### src/rtl/pc_fetch_unit_pkg.sv
// Shared processor definitions: fetch FSM states, reset PC, opcodes.
package pc_fetch_unit_pkg;

  typedef enum logic [1:0] {
    S_IDLE,
    S_FETCH,
    S_HOLD,
    S_HALTED
  } fetch_state_e;

  localparam logic [31:0] RESET_PC_DEFAULT = 32'h0000_0000;

  localparam logic [6:0] OP_LOAD   = 7'b000_0011;
  localparam logic [6:0] OP_IMM    = 7'b001_0011;
  localparam logic [6:0] OP_AUIPC  = 7'b001_0111;
  localparam logic [6:0] OP_STORE  = 7'b010_0011;
  localparam logic [6:0] OP_REG    = 7'b011_0011;
  localparam logic [6:0] OP_LUI    = 7'b011_0111;
  localparam logic [6:0] OP_BRANCH = 7'b110_0011;
  localparam logic [6:0] OP_JALR   = 7'b110_0111;
  localparam logic [6:0] OP_JAL    = 7'b110_1111;
  localparam logic [6:0] OP_SYSTEM = 7'b111_0011;

endpackage

### src/rtl/pc_fetch_unit.sv
// PC register and instruction fetch FSM with decode-side
// valid/ready hold, redirect and sticky halt.
module pc_fetch_unit
  import pc_fetch_unit_pkg::*;
#(
  parameter logic [31:0] RESET_PC = RESET_PC_DEFAULT
) (
  input  logic        clk,
  input  logic        rst,
  input  logic [31:0] next_pc,
  input  logic        redirect,
  input  logic        halt,
  input  logic        instr_ready,
  input  logic        imem_ready,
  input  logic [31:0] imem_rdata,
  output logic        imem_req,
  output logic [31:0] imem_addr,
  output logic [31:0] pc,
  output logic [31:0] pc_plus4,
  output logic [31:0] instr,
  output logic        instr_valid,
  output logic        halted
);

  localparam logic [31:0] RST_PC = {RESET_PC[31:2], 2'b00};

  fetch_state_e state_q, state_d;
  logic [31:0]  pc_q, pc_d;
  logic [31:0]  instr_q, instr_d;
  logic [31:0]  target;
  logic         unused_lsb;

  // Redirect targets are forced word aligned.
  assign target     = {next_pc[31:2], 2'b00};
  assign unused_lsb = ^next_pc[1:0];
  assign pc_plus4   = pc_q + 32'd4;

  always_ff @(posedge clk or negedge rst) begin
    if (!rst) begin
      state_q <= S_IDLE;
      pc_q    <= RST_PC;
      instr_q <= '0;
    end else begin
      state_q <= state_d;
      pc_q    <= pc_d;
      instr_q <= instr_d;
    end
  end

  always_comb begin
    state_d = state_q;
    pc_d    = pc_q;
    instr_d = instr_q;
    unique case (state_q)
      S_IDLE: state_d = S_FETCH;
      S_FETCH: begin
        if (redirect) begin
          pc_d = target;
        end else if (imem_ready) begin
          instr_d = imem_rdata;
          state_d = S_HOLD;
        end
      end
      S_HOLD: begin
        if (instr_ready) begin
          pc_d    = redirect ? target : pc_plus4;
          state_d = halt ? S_HALTED : S_FETCH;
        end else if (redirect) begin
          pc_d    = target;
          state_d = S_FETCH;
        end
      end
      S_HALTED: state_d = S_HALTED;
    endcase
  end

  assign imem_req    = (state_q == S_FETCH);
  assign imem_addr   = pc_q;
  assign pc          = pc_q;
  assign instr       = instr_q;
  assign instr_valid = (state_q == S_HOLD);
  assign halted      = (state_q == S_HALTED);

endmodule

### config.mk
export PLATFORM = sky130hd
export DESIGN_NAME = pc_fetch_unit
export DESIGN_NICKNAME = d
export VERILOG_FILES = /design/src/rtl/pc_fetch_unit_pkg.sv /design/src/rtl/pc_fetch_unit.sv
export SDC_FILE = /design/constraint.sdc
export NUM_CORES = 1
export LEC_CHECK = 0
export CORE_AREA = 2 2 101 103
export DETAILED_ROUTE_END_ITERATION = 8
export DIE_AREA = 0 0 103 105
export PLACE_DENSITY = 0.85
export SLEW_MARGIN = 10
export SYNTH_ARGS = -nofsm -noshare
export SYNTH_HDL_FRONTEND = slang
export SYNTH_SLANG_ARGS = --single-unit
### constraint.sdc
create_clock -name clk -period 4.71 [get_ports clk]
set_input_delay 0.942 -clock clk [delete_from_list [all_inputs] [get_ports clk]]
set_output_delay 0.942 -clock clk [all_outputs]
set_load 0.03 [all_outputs]
==> results.cfg <==
[status]
status = completed

[synthesis]
yosys-top-cells-count = 66 x dfrtp_1, 40 x buf_4, 32 x mux2_2
synthMuxAreaShare_pct = 8.43
async_flop_share_pct = 100
yosysTopAreaCellShare_pct = 38.6
yosys.area.top_type = dfrtp_1
synth_xor_xnor_area_share_pct = 5.73
synth_most_common_cell = dfrtp_1
synth.distinct_cells = 61
synth_fp_nets = 506
synth_area_leaders = dfrtp_1 39%, mux2_2 8.4%, buf_4 7.0%
ys_warn_count = 0
synth_cells = 431
synth_fa_ha_area_share_pct = 1.46
synth_compound_area_share_pct = 13.9
syn-cell-area_um2 = 4280
synthSimpleGateAreaFrac_pct = 21.2
synth_edf_count = 0
synth_area_per_cell_um2 = 9.92
synth_ff_type = dfrtp_1
synth_top_family_by_area = simple AND/OR/NAND/NOR gates
ys_ff_latch = 66
ys_seq_area_share_pct = 38.6

[critical_path]
worstPathMaxFanout = 12
worstPathArrival_ps = 3180
endpoint_kind = primary output
crit_type = flip-flop to primary output
worstPathRequired_ps = 3770
worstSetupStartpointType = flip-flop

[cts]
cts_hold_buf = 0
post-cts-setup-buffer-count = 0
cts.sinks = 66
cts-htree-levels = 3
root_buffer = clkbuf_8
worstSkewPairLatency_ps = 340
clk_path_buf_depth = 2
cts.repair.resized = 0
cts_buffers = 9
clkTransAtPathRegs_ps = 80
cts_tree = yes

[grt]
grt_pass1_wl_um = 20000
grt_usage_pct = 23.4
first_global_vias = 3831
grt_start_max_net_pins = 53
grt_antenna_before_repair = 0
grt_overflow = 0

[finish]
ff_latch_area_um2 = 1650
synthToLayoutAreaGrowth_pct = 46.6
diodes = 0
layoutNonFillerInstCount = 718
fillers = 832
multi_input_area_um2 = 2170
layout.nets = 655
final_area_um2 = 6270
drive_gt1_share_pct = 13.2

[placement]
gp_congestion = 0.880
port_buffers = 198
place_inst = 702
place_area_um2 = 6030
hpwl_um = 9350

[pwr]
p_leak_nw = 2.46
fin_total_pwr_mw = 5.10
vdd_drop_max_uv = 442
powerDensity_nw_per_um2 = 814

[sta]
finalMaxSlewViolations = 0
slew-limit-headroom_pct = 32.2
worst_slew_pin_slew_ps = 1020
timing.hold.ws_ps = 505
period_minus_slack_ps = 4120
final_hold_viol_count = 0
setup_viol = 0
timing.setup.tns_ps = 0
clock.fmax_mhz = 243
rsz0062_at_grt = false
fin_crit_sh_pct = 87.4
skew_ps = 11.6

[detailed_routing]
drc_errors = 0
wl_per_cell_um = 17.9
dr_total_vias = 4039
final_antenna_net_count = 0
first_iter_violations = 248
viasPerCell = 5.63
dr.pass1.iters = 5
drt-total-wl_um = 12900

[worst_hold_path]
worstHoldPathType = flip-flop to flip-flop

[die]
dieWidth_um = 103
ioPinCount = 201
rows = 36
die_h_um = 105
dieArea_um2 = 10800
start_util_pct = 44.4
core_area_um2 = 9640

[job]
maxCapViolations = 0
==> state kept, by name, indices dropped and copies added, names as in the netlist <==
signal	flops
imem_addr	32
instr	32
state_q	2
==> per-stage QoR <==
step | utilization [%] | worst slack, ps
5_1_grt | 65.0 | 489
2_1_floorplan | - | 1730
4_1_cts | 65.0 | 619
3_5_place_dp | 62.5 | 1000
6_report | 65.0 | 592
3_3_place_gp | 62.5 | 1120
==> worst paths after layout <==
| path | start | end | slack, ps | cells past startpoint |
|---|---|---|---|---|
| worst max-delay path | imem_addr[2]$_DFFE_PN0P_ | pc_plus4[24] | 590 | 6 |
| max in group asynchronous | rst | imem_addr[10]$_DFFE_PN0P_ | 3090 | 2 |
| worst min register to register | instr[0]$_DFFE_PN0P_ | instr[0]$_DFFE_PN0P_ | 510 | 1 |
| worst min-delay path | instr[0]$_DFFE_PN0P_ | instr[0]$_DFFE_PN0P_ | 510 | 1 |
| min in group asynchronous | rst | imem_addr[5]$_DFFE_PN0P_ | 640 | 1 |
| worst max register to register | state_q[0]$_DFFE_PN0P_ | imem_addr[10]$_DFFE_PN0P_ | 1900 | 5 |
==> critical path, cell delays in order (launching register included) <==
cell,delay (ps)
dfrtp_1,460
ha_1,330
nand2_1,160
nor2_1,760
nand3_1,220
xnor2_1,210
clkdlybuf4s50_1,690
==> power by group <==
part	leakage (nW)	total (mW)	switching [mW]	internal [mW]
clock network	0.117	0.588	0.234	0.354
logic	1.55	3.29	1.89	1.39
registers	0.793	1.23	0.384	0.843
==> cell type report <==
cell class,count,area share [%]
sequential,66,26.3
timing repair buffer,201,31.8
clock inverter,6,1.84
multi-input combinational,290,34.6
tap,133,2.65
clock buffer,10,2.04
inverter,12,0.719
==> logic make-up after synthesis <==
family	Yosys count
flops	66
simple gates	145
xor+xnor	28
compound gates	80
fa+ha+maj	5
mux	32
buf+inv	75
==> cell usage in the layout, fill, tap and decap left out, types with 4 or more instances in the layout <==
cell / count
clkdlybuf4s50_1: 196
dfrtp_1: 66
mux2_2: 32
nor2_1: 27
nand3_1: 24
xnor2_1: 24
a21oi_1: 18
nand2_1: 17
nand4_1: 13
inv_1: 12
nor3_1: 10
and3_1: 9
o22ai_1: 9
clkbuf_8: 9
o21ai_0: 8
and2_1: 7
a221oi_2: 5
a211oi_1: 5
ha_1: 5
xor2_1: 4
nand3b_1: 4
a22oi_1: 4
a31oi_1: 4
==> metal layers <==
layer  vias to the layer above  GRT usage (%)  routed length (um)  part of all wire (%)
met3                        10           3.01                 909                   7.1
li1                       1840              -                   -                     -
met1                      1979           31.7                5260                    41
met5                         -              0                   0                     0
met4                         0           6.48                 153                   1.2
met2                       210           38.8                6550                    51
(Power assumes the default switching activity.)
